`config.mk`:
```
export PLATFORM = sky130hd
export DESIGN_NAME = reg_writeback_unit_flat
export DESIGN_NICKNAME = d
export VERILOG_FILES = /design/src/rtl/reg_writeback_unit_pkg.sv /design/src/rtl/reg_writeback_unit_if.sv /design/src/rtl/regwb_fifo.sv /design/src/rtl/reg_writeback_unit.sv /design/src/flat_wrapper.sv
export SDC_FILE = /design/constraint.sdc
export NUM_CORES = 1
export LEC_CHECK = 0
export CAP_MARGIN = 30
export CORE_ASPECT_RATIO = 0.6
export CORE_MARGIN = 4
export CORE_UTILIZATION = 52
export DETAILED_ROUTE_END_ITERATION = 12
export GPL_TIMING_DRIVEN = 0
export HOLD_SLACK_MARGIN = 0.08
export PLACE_DENSITY = 0.74
export SYNTH_ARGS = -nofsm -noshare
export SYNTH_HDL_FRONTEND = slang
export SYNTH_SLANG_ARGS = --single-unit
```
`constraint.sdc`:
```
create_clock -name clk -period 5.6 [get_ports clk]
set_input_delay 1.12 -clock clk [delete_from_list [all_inputs] [get_ports clk]]
set_output_delay 1.12 -clock clk [all_outputs]
set_load 0.01 [all_outputs]
```
`src/rtl/reg_writeback_unit_pkg.sv`:
```
`default_nettype none
// ============================================================================
// Module   : regwb_pkg
// Brief    : Shared widths, the zero-register constant and the queue entry type
//            for the register-file writeback unit.
// Revision : 1.0
// ============================================================================
package regwb_pkg;

    localparam int ADDR_W_DFLT = 5;
    localparam int DATA_W_DFLT = 32;

    localparam logic [ADDR_W_DFLT-1:0] REG_ZERO = '0;

    typedef struct packed {
        logic                   live;
        logic [ADDR_W_DFLT-1:0] adr;
        logic [DATA_W_DFLT-1:0] data;
    } regwb_entry_t;

endpackage
`default_nettype wire

```
`src/rtl/reg_writeback_unit_if.sv`:
```
`default_nettype none
// ============================================================================
// Module   : reg_writeback_unit_if
// Brief    : Primary/secondary request, decode check and register-file port
//            bundle. master = pipeline side, slave = writeback unit.
// Revision : 1.0
// ============================================================================
interface reg_writeback_unit_if #(
    parameter int DEPTH  = 4,
    parameter int ADDR_W = 5,
    parameter int DATA_W = 32
) ();
    logic                       pri_we;
    logic [ADDR_W-1:0]          pri_adr;
    logic [DATA_W-1:0]          pri_data;
    logic                       sec_valid;
    logic                       sec_ready;
    logic [ADDR_W-1:0]          sec_adr;
    logic [DATA_W-1:0]          sec_data;
    logic [ADDR_W-1:0]          chk_adr1;
    logic [ADDR_W-1:0]          chk_adr2;
    logic                       chk_hit1;
    logic                       chk_hit2;
    logic                       RegWrite;
    logic [ADDR_W-1:0]          writeadr;
    logic [DATA_W-1:0]          WriteData;
    logic [$clog2(DEPTH):0]     count;

    modport master (
        output pri_we, pri_adr, pri_data,
        output sec_valid, sec_adr, sec_data,
        output chk_adr1, chk_adr2,
        input  sec_ready, chk_hit1, chk_hit2,
        input  RegWrite, writeadr, WriteData, count
    );

    modport slave (
        input  pri_we, pri_adr, pri_data,
        input  sec_valid, sec_adr, sec_data,
        input  chk_adr1, chk_adr2,
        output sec_ready, chk_hit1, chk_hit2,
        output RegWrite, writeadr, WriteData, count
    );
endinterface
`default_nettype wire

```
`src/rtl/regwb_fifo.sv`:
```
`default_nettype none
// ============================================================================
// Module   : regwb_fifo
// Brief    : In-order secondary write queue with per-entry live bit, WAW kill
//            compare and decode pending-write compare.
// Revision : 1.0
// ============================================================================
module regwb_fifo
    import regwb_pkg::*;
#(
    parameter int DEPTH = 4
) (
    input  wire logic                    clk,
    input  wire logic                    reset,
    input  wire logic                    push,
    input  wire regwb_entry_t            push_entry,
    input  wire logic                    pop,
    input  wire logic                    kill_en,
    input  wire logic [ADDR_W_DFLT-1:0]  kill_adr,
    input  wire logic [ADDR_W_DFLT-1:0]  chk_adr1,
    input  wire logic [ADDR_W_DFLT-1:0]  chk_adr2,
    output regwb_entry_t                 head,
    output logic                         empty,
    output logic                         full,
    output logic [$clog2(DEPTH):0]       count,
    output logic                         hit1,
    output logic                         hit2
);
    localparam int IW = $clog2(DEPTH);
    localparam int PW = IW + 1;

    regwb_entry_t   r_mem [DEPTH];
    logic [PW-1:0]  r_wr;
    logic [PW-1:0]  r_rd;
    logic           w_push_live;
    logic           w_hit1;
    logic           w_hit2;

    assign count = r_wr - r_rd;
    assign empty = (r_wr == r_rd);
    assign full  = (r_wr[IW-1:0] == r_rd[IW-1:0]) && (r_wr[IW] != r_rd[IW]);
    assign head  = r_mem[r_rd[IW-1:0]];

    // A push coinciding with a primary to the same register is already stale.
    assign w_push_live = push_entry.live && !(kill_en && (push_entry.adr == kill_adr));

    always_ff @(posedge clk or negedge reset) begin
        if (!reset) begin
            r_wr <= '0;
            r_rd <= '0;
            for (int i = 0; i < DEPTH; i++) begin
                r_mem[i] <= '0;
            end
        end else begin
            for (int i = 0; i < DEPTH; i++) begin
                if (kill_en && r_mem[i].live && (r_mem[i].adr == kill_adr)) begin
                    r_mem[i].live <= 1'b0;
                end
            end
            // Popped slots drop their live bit so only occupied slots can hit.
            if (pop) begin
                r_mem[r_rd[IW-1:0]].live <= 1'b0;
                r_rd                     <= r_rd + PW'(1);
            end
            if (push) begin
                r_mem[r_wr[IW-1:0]].live <= w_push_live;
                r_mem[r_wr[IW-1:0]].adr  <= push_entry.adr;
                r_mem[r_wr[IW-1:0]].data <= push_entry.data;
                r_wr                     <= r_wr + PW'(1);
            end
        end
    end

    always_comb begin
        w_hit1 = 1'b0;
        w_hit2 = 1'b0;
        for (int i = 0; i < DEPTH; i++) begin
            if (r_mem[i].live && (r_mem[i].adr == chk_adr1)) w_hit1 = 1'b1;
            if (r_mem[i].live && (r_mem[i].adr == chk_adr2)) w_hit2 = 1'b1;
        end
    end

    assign hit1 = w_hit1 && (chk_adr1 != REG_ZERO);
    assign hit2 = w_hit2 && (chk_adr2 != REG_ZERO);

endmodule
`default_nettype wire

```
`src/rtl/reg_writeback_unit.sv`:
```
`default_nettype none
// ============================================================================
// Module   : reg_writeback_unit
// Brief    : Register-file write port arbiter: fixed-priority WB stage over a
//            queued long-latency source, registered port outputs.
//            Optional WAW kill of queued writes: define REGWB_WAW_KILL_EN.
// Revision : 1.0
// ============================================================================
module reg_writeback_unit
    import regwb_pkg::*;
#(
    parameter int DEPTH  = 4,
    parameter int ADDR_W = ADDR_W_DFLT,
    parameter int DATA_W = DATA_W_DFLT
) (
    input  wire logic            clk,
    input  wire logic            reset,
    reg_writeback_unit_if.slave  bus
);
    logic                   w_pri_acc;
    logic                   w_push;
    logic                   w_pop;
    logic                   w_kill_en;
    logic                   w_empty;
    logic                   w_full;
    logic                   w_ready;
    regwb_entry_t           w_push_entry;
    regwb_entry_t           w_head;
    logic [$clog2(DEPTH):0] w_count;

    logic                   r_regwrite;
    logic [ADDR_W-1:0]      r_writeadr;
    logic [DATA_W-1:0]      r_writedata;

    assign w_pri_acc = bus.pri_we && (bus.pri_adr != REG_ZERO);
    assign w_ready   = reset && !w_full;
    // Writes to the zero register still complete the handshake, but are dropped.
    assign w_push    = bus.sec_valid && w_ready && (bus.sec_adr != REG_ZERO);
    assign w_pop     = !w_pri_acc && !w_empty;

`ifdef REGWB_WAW_KILL_EN
    assign w_kill_en = w_pri_acc;
`else
    assign w_kill_en = 1'b0;
`endif

    assign w_push_entry.live = 1'b1;
    assign w_push_entry.adr  = bus.sec_adr;
    assign w_push_entry.data = bus.sec_data;

    regwb_fifo #(
        .DEPTH (DEPTH)
    ) u_fifo (
        .clk        (clk),
        .reset      (reset),
        .push       (w_push),
        .push_entry (w_push_entry),
        .pop        (w_pop),
        .kill_en    (w_kill_en),
        .kill_adr   (bus.pri_adr),
        .chk_adr1   (bus.chk_adr1),
        .chk_adr2   (bus.chk_adr2),
        .head       (w_head),
        .empty      (w_empty),
        .full       (w_full),
        .count      (w_count),
        .hit1       (bus.chk_hit1),
        .hit2       (bus.chk_hit2)
    );

    // A killed head still pops, leaving a one-cycle bubble on the port.
    always_ff @(posedge clk or negedge reset) begin
        if (!reset) begin
            r_regwrite  <= 1'b0;
            r_writeadr  <= '0;
            r_writedata <= '0;
        end else if (w_pri_acc) begin
            r_regwrite  <= 1'b1;
            r_writeadr  <= bus.pri_adr;
            r_writedata <= bus.pri_data;
        end else if (w_pop) begin
            r_regwrite <= w_head.live;
            if (w_head.live) begin
                r_writeadr  <= w_head.adr;
                r_writedata <= w_head.data;
            end
        end else begin
            r_regwrite <= 1'b0;
        end
    end

    assign bus.sec_ready = w_ready;
    assign bus.count     = w_count;
    assign bus.RegWrite  = r_regwrite;
    assign bus.writeadr  = r_writeadr;
    assign bus.WriteData = r_writedata;

endmodule
`default_nettype wire

```
`src/flat_wrapper.sv`:
```
// flat-port wrapper written by rule: the top's interface ports become plain ports
module reg_writeback_unit_flat import regwb_pkg::*;
#(
    parameter int DEPTH  = 4,
    parameter int ADDR_W = ADDR_W_DFLT,
    parameter int DATA_W = DATA_W_DFLT
)
  (clk, reset, bus_pri_we, bus_pri_adr, bus_pri_data, bus_sec_valid, bus_sec_adr, bus_sec_data, bus_chk_adr1, bus_chk_adr2, bus_sec_ready, bus_chk_hit1, bus_chk_hit2, bus_RegWrite, bus_writeadr, bus_WriteData, bus_count);
  reg_writeback_unit_if #(.DEPTH(DEPTH), .ADDR_W(ADDR_W), .DATA_W(DATA_W)) bus_i ();
  input  wire logic clk;
  input  wire logic reset;
  input wire logic [$bits(bus_i.pri_we)-1:0] bus_pri_we;
  input wire logic [$bits(bus_i.pri_adr)-1:0] bus_pri_adr;
  input wire logic [$bits(bus_i.pri_data)-1:0] bus_pri_data;
  input wire logic [$bits(bus_i.sec_valid)-1:0] bus_sec_valid;
  input wire logic [$bits(bus_i.sec_adr)-1:0] bus_sec_adr;
  input wire logic [$bits(bus_i.sec_data)-1:0] bus_sec_data;
  input wire logic [$bits(bus_i.chk_adr1)-1:0] bus_chk_adr1;
  input wire logic [$bits(bus_i.chk_adr2)-1:0] bus_chk_adr2;
  output wire logic [$bits(bus_i.sec_ready)-1:0] bus_sec_ready;
  output wire logic [$bits(bus_i.chk_hit1)-1:0] bus_chk_hit1;
  output wire logic [$bits(bus_i.chk_hit2)-1:0] bus_chk_hit2;
  output wire logic [$bits(bus_i.RegWrite)-1:0] bus_RegWrite;
  output wire logic [$bits(bus_i.writeadr)-1:0] bus_writeadr;
  output wire logic [$bits(bus_i.WriteData)-1:0] bus_WriteData;
  output wire logic [$bits(bus_i.count)-1:0] bus_count;
  assign bus_i.pri_we = bus_pri_we;
  assign bus_i.pri_adr = bus_pri_adr;
  assign bus_i.pri_data = bus_pri_data;
  assign bus_i.sec_valid = bus_sec_valid;
  assign bus_i.sec_adr = bus_sec_adr;
  assign bus_i.sec_data = bus_sec_data;
  assign bus_i.chk_adr1 = bus_chk_adr1;
  assign bus_i.chk_adr2 = bus_chk_adr2;
  assign bus_sec_ready = bus_i.sec_ready;
  assign bus_chk_hit1 = bus_i.chk_hit1;
  assign bus_chk_hit2 = bus_i.chk_hit2;
  assign bus_RegWrite = bus_i.RegWrite;
  assign bus_writeadr = bus_i.writeadr;
  assign bus_WriteData = bus_i.WriteData;
  assign bus_count = bus_i.count;
  reg_writeback_unit #(.DEPTH(DEPTH), .ADDR_W(ADDR_W), .DATA_W(DATA_W)) u_core (.clk(clk), .reset(reset), .bus(bus_i));
endmodule
```
Word level (Yosys, flattened, before mapping)
Cells that the tools add are included.
Storage, ports and cells
  register bits after elaboration: 196
  bits in latches: 0
  RAM bits: 0
  ROM bits: 0
  bits of input ports: 88
  output and inout port bits: 44
  word-level logic and storage cells: 98
  memories: 0
Cells by class
  $add $sub $neg: 3
  $mul: 0
  divide/modulo/power cells: 0
  $lt $le $gt $ge: 4
  equal/unequal tests: 11
  shift operators: 0
  mux-type cells: 33
  bitwise operators: 2
  reduce and logical (&&, ||, !) cells: 28
Operators with widths (number)
  bitwise mux 152 bit: 4
  demux 38 bit (select 2 bit): 4
  two-way mux 152 bit: 2
  two-way mux 38 bit: 4
  two-way mux 32 bit: 4
  binary-select mux 38 bit (select 2 bit): 1
  equality test 5 bit: 8
  two-way mux 37 bit: 1
  nonzero test 5 bit: 4
  logical AND 1 bit: 18
  two-way mux 5 bit: 3
  two-way mux 1 bit: 10
  adder 3 x 1 -> 3 bit, second input constant: 2
  greater-or-equal comparator 3 bit, second input constant: 2
  < comparator 3 x 1 -> 1 bit, second input constant: 2
  inverter 2 -> 3 bit: 2
  nonzero test 2 bit: 2
  equality test 3 bit: 1
  logical NOT 1 bit: 3
  subtractor 3 bit: 1
  equality test 2 bit: 1
  AND reduction 2 bit: 1
  != test 1 bit: 1

Longest topological paths before layout
Gate-level depths: netlist (run 1).
  depth after elaboration: 11
  mapped depth: 11

Cells and area by module
A second synthesis (run 1) with hierarchy kept.
Unflattened totals
  cell total of the unflattened synthesis: 667
  area total of the unflattened synthesis: 9804.4 µm²
By module, submodules not included
  regwb_fifo: instances 1, cells each 529, area an instance 7902.6 µm², sequential area each 3953.8 µm²
  reg_writeback_unit: instances 1, cells each 138, area an instance 1901.8 µm², sequential area each 950.9 µm²

Worst setup path before layout (run 1)
OpenSTA, ideal clock, no wires.
  path kind: in2out
  from: input port bus_chk_adr2[3]
  to: output port bus_chk_hit2
  arrival: 2.026 ns
  data required time: 4.480 ns
  slack: 2.454 ns
  stages on the path: 6
  path buffers: 1
  cell sequence: clkbuf_1 -> xor2_1 -> nor4_1 -> nand3_1 -> nand4_1 -> o21a_1
On the way
  word-level cells in the longest chain between the ends: 7
  elaborated cells between the ends (all ways): 14
  classes of those cells: eq/ne: 4; mux: 4; reduce/logical: 6
Ends and longest elaborated chain
  start, declared: line flat_wrapper.sv:19  | input wire logic [$bits(bus_i.chk_adr2)-1:0] bus_chk_adr2;
  equality test 5 bit: line regwb_fifo.sv:79  | if (r_mem[i].live && (r_mem[i].adr == chk_adr2)) w_hit2 = 1'b1;
  logical AND 1 bit: line regwb_fifo.sv:79
  two-way mux 1 bit (4 in series): line regwb_fifo.sv:79
  logical AND 1 bit *: line regwb_fifo.sv:84  | assign hit2 = w_hit2 && (chk_adr2 != REG_ZERO);
  end, declared: line flat_wrapper.sv:22  | output wire logic [$bits(bus_i.chk_hit2)-1:0] bus_chk_hit2;
Mark *: on every way between the ends. The rest lies on a longest branch, timed or not.

Worst setup path in the final report (run 1)
  from: register u_core.u_fifo.r_rd[1]
  to: output port bus_sec_ready
On the way
  word-level cells in the longest chain between the ends: 4
Ends and longest elaborated chain
  start, declared: line regwb_fifo.sv:34  | logic [PW-1:0] r_rd;
  start signal, assigned: line regwb_fifo.sv:63  | r_rd <= r_rd + PW'(1);
  equality test 2 bit: line regwb_fifo.sv:41  | assign full = (r_wr[IW-1:0] == r_rd[IW-1:0]) && (r_wr[IW] != r_rd[IW]);
  logical AND 1 bit: line regwb_fifo.sv:41
  logical NOT 1 bit: line reg_writeback_unit.sv:36  | assign w_ready = reset && !w_full;
  logical AND 1 bit: line reg_writeback_unit.sv:36
  end, declared: line flat_wrapper.sv:20  | output wire logic [$bits(bus_i.sec_ready)-1:0] bus_sec_ready;
Every way passes these cells.

==> metrics.cfg, run 1 <==
[grt]
first_global_vias=6468
overflow=0
grt_first_pass_wirelength_mm=37.33
antenna_found_initial=0
grtUsageTotal=0.2375
grt_max_degree=112

[yosys]
synth_cells=655
ys_seq_area_frac=0.5148
synth_cell_type_count=32
syn_area_um2=9528
synth-seq-cells=196
synth_top_family_by_area=multiplexers
syn-num-nets=754
synth_compound_area_frac=0.03047
synth_mux_area_frac=0.3248
yosysTopAreaCell=dfrtp_1
synth_simple_gate_area_frac=0.03992
synthXorXnorAreaFrac=0.04228
synth_top_area_frac=0.5148
yosys_warnings=0
synthAdderAreaFrac=0.01523
synthTopCellsByArea=dfrtp_1 (51%), mux2_4 (11%), mux2_2 (9.6%)
syn_area_per_cell_um2=14.55

[detailed_routing]
ant_nets=0
firstDrtPassIters=4
vias=5822
drtIter0Drc=426
via_per_inst=5.550
routed_wl_mm=23.27
post_drt_wl_per_cell_um=22.18
drc=0

[die]
boundaryPins=132
die_h_um=112.9
dieWidth_um=182.8
rows=38
initial_utilization=0.5287
fp.dieArea_um2=20620
core-area_um2=18020

[placed_design]
hpwl_mm=16.74
dp_slack_ns=1.416
gp_congestion=0.8597
io_buffer_count=121
dpl_cell_area_um2=11070

[pwr]
swShare=0.3307
pwr-share-clk=0.182
intPower_w=0.004591
sequentialPowerShare=0.385
combPwrFrac=0.433
powerDensity_nw_per_um2=587.8
vdd_drop_max_mv=0.3034
leakage_nw=5.044
power_switching_w=0.002268

[critical_path]
r2r_end=u_core.u_fifo.r_mem[1]
critical_path.top_delay_family=buffers and inverters
crit_type=flop to primary output
r2r-start=u_core.u_fifo.r_rd[1]
path_buf_inv=4
worstPathArrival_ns=3.43
start_kind=flop
rr_worst_depth=10
r2r_slack_ns=1.84
end_kind=primary output
worstPathMaxFanout=10
max_stage_delay_ns=0.58
crit_required_ns=4.48
cp_slowest_cell=clkbuf_1
path_cells=buf_1 > clkbuf_1 > inv_1 > ha_1 > nand2_1 > o21a_1 > clkdlybuf4s50_1

[sta]
fin_hold_ws_ns=0.4998
tightest_slew_ns=0.9227
period_share=0.8119
period_minus_slack_ns=4.546
finalSetupViolations=0
slew_violations=0
rsz0062_at_grt=false
slew_headroom=0.3849
finalHoldViolations=0
skew_ns=0.01009
fmax_mhz=220.0
layout_setup_ws_ns=1.054

[layout]
final_area_um2=11670
layout_commonest_cell=dfrtp_1
final_core_util=0.6476
layout_common_cells=dfrtp_1 (196), clkdlybuf4s50_1 (120), mux2_2 (81), mux2_4 (67), mux4_2 (38)
layout-drive-gt1-share=0.3115
final_net_count=895
diodes=0
area_growth_pct=22.48

[min_path]
hold_path_depth=1
hold_class=flop to flop
hold_path_startpoint=u_core.u_fifo.r_wr[2]
min_to=u_core.u_fifo.r_wr[2]

[clock_network]
hold_buffers=0
cts_made_buffers=17
cts_resized=0
cts_sinks=196
h-tree-depth=4
cts_buffer_depth=2
post_cts_buffers=0
cts_tree=built
clk_pin_slew_ns=0.07
clockRootBuffer=clkbuf_16
clk_latency_ns=0.43

[flow_run]
cap_violations=0

[run_status]
status=completed

-- Yosys cell counts --
master / number
buf_4: 3
dfrtp_1: 196
ha_1: 10
and2_1: 1
nor4_1: 8
fa_1: 1
or4_1: 3
a21oi_1: 32
mux4_2: 38
xor2_1: 33
xnor2_1: 13
mux2_2: 81
o311a_4: 1
a21bo_2: 1
o21ai_1: 1
buf_1: 2
or3_1: 1
o21a_1: 3
nor2_1: 37
nand2_1: 17
buf_2: 14
nand4_1: 2
clkbuf_1: 17
a21o_1: 4
and2_4: 4
o21ai_0: 2
a31oi_1: 5
mux2_4: 67
buf_6: 11
inv_1: 6
nand3_1: 9
mux2i_1: 32
-- registers in the layout (all words and copies together) (netlist names) --
register and count:
u_core.bus.RegWrite 1, u_core.bus.WriteData 32, u_core.bus.writeadr 5, u_core.u_fifo.r_mem 152
u_core.u_fifo.r_rd 3, u_core.u_fifo.r_wr 3
-- power groups by stage --
| stage | combinational, W | clock [W] | sequential [W] |
|---|---|---|---|
| detailed placement | 0.00299 | 0 | 0.00265 |
| global placement | 0.00291 | 0 | 0.00260 |
| CTS | 0.00300 | 0.00127 | 0.00264 |
| finish | 0.00297 | 0.00125 | 0.00264 |
| global route | 0.00321 | 0.00133 | 0.00274 |
| floorplan | 0.00200 | 0 | 0.00255 |
-- through the flow --
stage / setup TNS, ns / cells / total power, W
after floorplan: 0 / 655 / 0.004552
after global placement: -1443.37 / 1016 / 0.005510
after detailed placement: 0 / 1017 / 0.005643
after CTS: 0 / 1049 / 0.006915
after global routing: 0 / 1049 / 0.007281
final: 0 / 1049 / 0.006859
-- worst max path at each step --
stage	from	end	slack (ns)	cells past startpoint
finish	u_core.u_fifo.r_rd[1]	bus_sec_ready	1.05	7
CTS	u_core.u_fifo.r_rd[1]	bus_sec_ready	1.02	7
floorplan	bus_chk_adr2[3]	bus_chk_hit2	2.45	6
global route	u_core.u_fifo.r_rd[1]	bus_sec_ready	0.89	7
detailed placement	reset	bus_sec_ready	1.42	4
global placement	reset	bus_sec_ready	-4.40	3
-- cell families after synthesis --
family	after synthesis
and+or+nand+nor	82
buffers and inverters	53
DFF	196
AOI/OAI and AO/OA	49
muxes	218
adders and majority gates	11
xor gates and xnor gates	46
-- layout make-up --
| cell class | count | area [um^2] |
|---|---|---|
| Buffer | 47 | 287.8 |
| Clock buffer | 21 | 460.4 |
| Clock inverter | 11 | 137.6 |
| Fill cell | 1318 | 6350 |
| Inverter | 6 | 22.52 |
| Multi-Input combinational cell | 406 | 4313 |
| Sequential cell | 196 | 4905 |
| Tap cell | 240 | 300.3 |
| Timing Repair Buffer | 122 | 1244 |
-- per-layer routing --
layer,track usage,up-vias,share of wire
met5,0,-,0
met4,0.04148,0,0.0096
met1,0.3540,3026,0.47
met3,0.06393,14,0.073
met2,0.3597,163,0.45
li1,-,2619,-
(Power assumes the default switching activity.)
==> run 2, diff against run 1 <==
--- a/config.mk
+++ b/config.mk
@@ -8,11 +8,11 @@
 export CAP_MARGIN = 30
 export CORE_ASPECT_RATIO = 0.6
 export CORE_MARGIN = 4
-export CORE_UTILIZATION = 52
+export CORE_UTILIZATION = 50
 export DETAILED_ROUTE_END_ITERATION = 12
 export GPL_TIMING_DRIVEN = 0
 export HOLD_SLACK_MARGIN = 0.08
-export PLACE_DENSITY = 0.74
+export PLACE_DENSITY = 0.75
 export SYNTH_ARGS = -nofsm -noshare
 export SYNTH_HDL_FRONTEND = slang
 export SYNTH_SLANG_ARGS = --single-unit
==> constraint.sdc (replaced) <==
create_clock -name clk -period 3.8 [get_ports clk]
set_input_delay 0.76 -clock clk [delete_from_list [all_inputs] [get_ports clk]]
set_output_delay 0.76 -clock clk [all_outputs]
set_load 0.01 [all_outputs]
==> metrics.cfg, run 2 (synthesis results as in run 1) <==
[detailed_routing]
drtIter0Drc=437  ; +2.6%
routed_wl_mm=23.77  ; +2.1%
drc=0  ; unchanged
ant_nets=0  ; unchanged
via_per_inst=5.668  ; +2.1%
post_drt_wl_per_cell_um=22.68  ; +2.2%
firstDrtPassIters=4  ; unchanged
vias=5940  ; +2.0%

[pwr]
sequentialPowerShare=0.387  ; +0.002
power_switching_w=0.003383  ; +49%
vdd_drop_max_mv=0.3852  ; +27%
intPower_w=0.006743  ; +47%
swShare=0.3341  ; +0.003403
combPwrFrac=0.433  ; about the same
pwr-share-clk=0.180  ; -0.002
powerDensity_nw_per_um2=868.4  ; +48%
leakage_nw=5.044  ; about the same
power.total_w=0.01013  ; +48%

[layout]
area_growth_pct=22.39  ; about the same
layout_common_cells=dfrtp_1 (196), clkdlybuf4s50_1 (120), mux2_2 (81), mux2_4 (67), mux4_2 (38)
final_area_um2=11660  ; about the same
largest_reg_flops=152  ; unchanged
layout_commonest_cell=dfrtp_1
final_core_util=0.6338  ; -0.01386
layout-drive-gt1-share=0.3131  ; +0.001623
diodes=0  ; unchanged
fillers=1344  ; +2.0%
final_net_count=894  ; -0.11%
top_register=u_core.u_fifo.r_mem

[critical_path]
cp_slowest_cell=clkdlybuf4s50_1
max_stage_delay_ns=0.56  ; -0.02 ns
crit_required_ns=3.04  ; -1.44 ns
end_kind=primary output
crit_type=flop to primary output
path_cells=buf_2 > inv_1 > ha_1 > nand2_1 > o21a_1 > clkdlybuf4s50_1
r2r_slack_ns=0.60  ; -1.24 ns
start_kind=flop
worstPathArrival_ns=2.85  ; -0.58 ns
worstPathMaxFanout=19  ; +9

[sta]
skew_ns=0.01225  ; +0.002151 ns
rsz0062_at_grt=false
slew_violations=0  ; unchanged
period_share=0.9503
period_minus_slack_ns=3.611
slew_headroom=0.3895  ; +0.004640
tightest_slew_ns=0.9157  ; -0.006961 ns
fin_hold_ws_ns=0.3584  ; -0.1414 ns
finalHoldViolations=0  ; unchanged
finalSetupViolations=0  ; unchanged
fmax_mhz=276.9

[flow_run]
cap_violations=0  ; unchanged

[clock_network]
hold_buffers=0  ; unchanged
cts_resized=1  ; +1
cts_made_buffers=17  ; unchanged
clockRootBuffer=clkbuf_16
post_cts_buffers=0  ; unchanged
cts_sinks=196  ; unchanged
clk_latency_ns=0.44  ; about the same
clk_pin_slew_ns=0.07  ; about the same
cts_tree=built
cts_buffer_depth=2  ; unchanged
h-tree-depth=4  ; unchanged

[die]
core-area_um2=18400  ; +2.1%
dieWidth_um=186.2  ; +1.9%
rows=38  ; unchanged
initial_utilization=0.5178  ; -0.01093
boundaryPins=132  ; unchanged
fp.dieArea_um2=21400  ; +3.8%
die_h_um=114.9  ; +1.8%

[grt]
antenna_found_initial=0  ; unchanged
grt_first_pass_wirelength_mm=37.40  ; +0.18%
first_global_vias=6472  ; +0.062%
overflow=0  ; unchanged
grtUsageTotal=0.2318  ; -0.005762
grt_max_degree=116  ; +3.6%

[placed_design]
io_buffer_count=121  ; unchanged
hpwl_mm=16.84  ; +0.59%
gp_congestion=0.9118  ; +6.1%
dpl_cell_area_um2=11070  ; unchanged

[run_status]
status=completed

[min_path]
hold_class=input port to asynchronous set/reset pin

run 2: final cells by class:
| type | instances | area [um^2] | area share |
|---|---|---|---|
| clock inverter | 12 | 145.1 | 0.01245 |
| multi-input combinational | 406 | 4313 | 0.3698 |
| tap | 240 | 300.3 | 0.02575 |
| inverter | 6 | 22.52 | 0.001931 |
| timing repair buffer | 122 | 1244 | 0.1067 |
| clock buffer | 20 | 446.7 | 0.03830 |
| buffer | 46 | 285.3 | 0.02446 |
| sequential | 196 | 4905 | 0.4206 |
run 2: through the flow:
step,worst slack [ns],TNS (ns),cells
2_1_floorplan,0.8773,0,655
3_3_place_gp,-5.593,-1913.82,1016
3_5_place_dp,0.0003340,0,1017
4_1_cts,0.1630,0,1048
5_1_grt,0.06228,0,1048
6_report,0.1890,0,1048
run 2: final timing paths:
kind | from | end | cells past startpoint
worst max-delay path | u_core.u_fifo.r_rd[1] | bus_sec_ready | 6
min in group clk | u_core.u_fifo.r_wr[2] | u_core.u_fifo.r_wr[2] | 1
worst min-delay path | reset | u_core.bus.writeadr[4] | 1
worst min register to register | u_core.u_fifo.r_wr[2] | u_core.u_fifo.r_wr[2] | 1
worst max register to register | u_core.u_fifo.r_rd[1] | u_core.bus.WriteData[29] | 9
max in group asynchronous | reset | u_core.u_fifo.r_mem[69] | 2
run 2: power by group through the flow:
| stage | clock network, W | logic, W | registers [W] |
|---|---|---|---|
| 2_1_floorplan | 0 | 0.00295 | 0.00376 |
| 3_3_place_gp | 0 | 0.00427 | 0.00385 |
| 3_5_place_dp | 0 | 0.00441 | 0.00392 |
| 4_1_cts | 0.00185 | 0.00444 | 0.00391 |
| 5_1_grt | 0.00194 | 0.00473 | 0.00404 |
| 6_report | 0.00182 | 0.00439 | 0.00392 |
run 2: critical path: cells and delay by family (launching register included):
kind                     cells  cell delay [ns]
AND/OR/NAND/NOR              1             0.07
flip-flops                   1             0.53
adder cells (fa/ha/maj)      1             0.35
AO/OA/AOI/OAI                1             0.15
buffers and inverters        3             1.32
run 2: routing by layer:
| metal | up-vias | wire length, um | GRT usage |
|---|---|---|---|
| met5 | - | 0 | 0 |
| li1 | 2626 | - | - |
| met4 | 0 | 317 | 0.06114 |
| met1 | 3114 | 11500 | 0.3532 |
| met2 | 171 | 10480 | 0.3420 |
| met3 | 29 | 1473 | 0.04837 |
==> run 3, diff against run 2 <==
--- a/config.mk
+++ b/config.mk
@@ -7,7 +7,6 @@
 export LEC_CHECK = 0
 export CAP_MARGIN = 30
 export CORE_ASPECT_RATIO = 0.6
-export CORE_MARGIN = 4
 export CORE_UTILIZATION = 50
 export DETAILED_ROUTE_END_ITERATION = 12
 export GPL_TIMING_DRIVEN = 0
==> metrics.cfg, run 3 (synthesis results as in run 1) <==
[critical_path]
rr_worst_depth=10  ; +1
max_stage_delay_ns=0.56  ; about the same
end_kind=primary output
crit_required_ns=3.04  ; about the same
r2r_end=u_core.u_fifo.r_mem[9]
startpoint=u_core.u_fifo.r_rd[1]
worstPathMaxFanout=19  ; unchanged
r2r_slack_ns=0.75  ; +0.15 ns
worstPathArrival_ns=2.73  ; -0.12 ns
r2r-start=u_core.u_fifo.r_rd[1]
start_kind=flop
crit_type=flop to primary output
endpoint=bus_sec_ready
cp_slowest_cell=clkdlybuf4s50_1
path_cells=clkbuf_4 > inv_1 > ha_1 > nand2_1 > o21a_1 > clkdlybuf4s50_1

[layout]
layout-drive-gt1-share=0.3156  ; +0.002475
layout_common_cells=dfrtp_1 (196), clkdlybuf4s50_1 (120), mux2_2 (81), mux2_4 (67), mux4_2 (38)
area_growth_pct=22.42  ; about the same
layout_commonest_cell=dfrtp_1
top_register=u_core.u_fifo.r_mem
final_net_count=895  ; +0.11%
largest_reg_flops=152  ; unchanged
final_core_util=0.6355  ; +0.001778

[pwr]
power.total_w=0.01013  ; about the same
leakage_nw=5.044  ; about the same
vdd_drop_max_mv=0.4698  ; +22%
powerDensity_nw_per_um2=868.3  ; about the same

[detailed_routing]
post_drt_wl_per_cell_um=22.76  ; +0.36%
ant_nets=0  ; unchanged
vias=5957  ; +0.29%
drc=0  ; unchanged
via_per_inst=5.673  ; about the same
drtIter0Drc=463  ; +5.9%
firstDrtPassIters=4  ; unchanged
routed_wl_mm=23.90  ; +0.55%

[clock_network]
clk_pin_slew_ns=0.07  ; about the same
cts_resized=2  ; +1
clk_latency_ns=0.43  ; about the same
cts_sinks=196  ; unchanged
cts_buffer_depth=2  ; unchanged
post_cts_buffers=0  ; unchanged
hold_buffers=0  ; unchanged
cts_made_buffers=17  ; unchanged
cts_tree=built
clockRootBuffer=clkbuf_16
h-tree-depth=4  ; unchanged

[grt]
first_global_vias=6473  ; +0.015%
grt_first_pass_wirelength_mm=37.48  ; +0.22%
grtUsageTotal=0.2572  ; +0.02544
overflow=0  ; unchanged
antenna_found_initial=2  ; +2
grt_max_degree=131  ; +13%

[sta]
skew_ns=0.01274  ; +0.0004899 ns
tns_ns=0  ; unchanged
fmax_mhz=286.7  ; +3.5%
fin_hold_ws_ns=0.2789  ; -0.07949 ns
layout_setup_ws_ns=0.3116  ; +0.1227 ns
slew_headroom=0.4882  ; +0.09867
rsz0062_at_grt=false
slew_violations=0  ; unchanged
tightest_slew_ns=0.7678  ; -0.1480 ns
finalSetupViolations=0  ; unchanged
finalHoldViolations=0  ; unchanged
period_minus_slack_ns=3.488  ; -0.1227 ns
period_share=0.9180  ; -0.03228

[run_status]
status=completed

[placed_design]
io_buffer_count=121  ; unchanged
hpwl_mm=16.84  ; about the same
dp_slack_ns=-0.07067  ; -0.07101 ns
gp_congestion=0.9065  ; -0.58%

[min_path]
hold_class=input port to asynchronous set/reset pin

[die]
die_h_um=108.9  ; -5.2%
core-area_um2=18350  ; -0.26%
initial_utilization=0.5192  ; +0.001341
rows=38  ; unchanged
boundaryPins=132  ; unchanged
fp.dieArea_um2=19630  ; -8.3%
dieWidth_um=180.2  ; -3.2%

[flow_run]
cap_violations=0  ; unchanged

## run 3: report_power, final
| part | total (W) | internal, W | leakage [nW] | switching [W] |
|---|---|---|---|---|
| clock | 0.00176 | 0.000923 | 0.273 | 0.000835 |
| combinational | 0.00443 | 0.00261 | 2.42 | 0.00182 |
| sequential | 0.00394 | 0.00315 | 2.35 | 0.000790 |
| total | 0.0101 | 0.00668 | 5.04 | 0.00344 |
## run 3: critical path: cells and delay by family (launching register included)
family | cells | cell delay [ns]
buf+inv | 3 | 1.19
flops | 1 | 0.54
fa+ha+maj | 1 | 0.33
compound gates | 1 | 0.18
simple gates | 1 | 0.08
## run 3: cell type report
class                   count  area (um^2)
clock inverters            14        146.4
plain buffers              46        287.8
multi-input cells         406         4313
clock buffers              17        425.4
diodes                      2        5.005
fillers                  1351         6689
flip-flops and latches    196         4905
repair buffers            123         1259
inverters                   6        22.52
well taps                 240        300.3
## run 3: worst min-delay path by stage
stage                                       start                       to  slack, ns  cells past startpoint
after detailed placement  u_core.u_fifo.r_mem[64]  u_core.u_fifo.r_mem[64]       0.49                      1
after floorplan                             reset      u_core.bus.RegWrite       0.46                      0
after global routing                        reset   u_core.bus.writeadr[2]       0.31                      1
after CTS                                   reset   u_core.bus.writeadr[2]       0.30                      1
after global placement      u_core.u_fifo.r_wr[2]    u_core.u_fifo.r_wr[2]       0.48                      1
final                                       reset   u_core.bus.writeadr[2]       0.28                      1
## run 3: metal layers
metal / vias up / routed length, um / track usage
met1: 3097 / 11000 / 0.3681
met3: 23 / 1771 / 0.05745
li1: 2628 / - / -
met5: - / 0 / 0
met4: 0 / 246 / 0.06471
met2: 209 / 10880 / 0.4017
## run 3: metrics by stage
stage          area, um^2  std cells
2_1_floorplan        9528        655
3_3_place_gp        11040       1016
3_5_place_dp        11070       1017
4_1_cts             11650       1048
5_1_grt             11660       1048
6_report            11660       1050
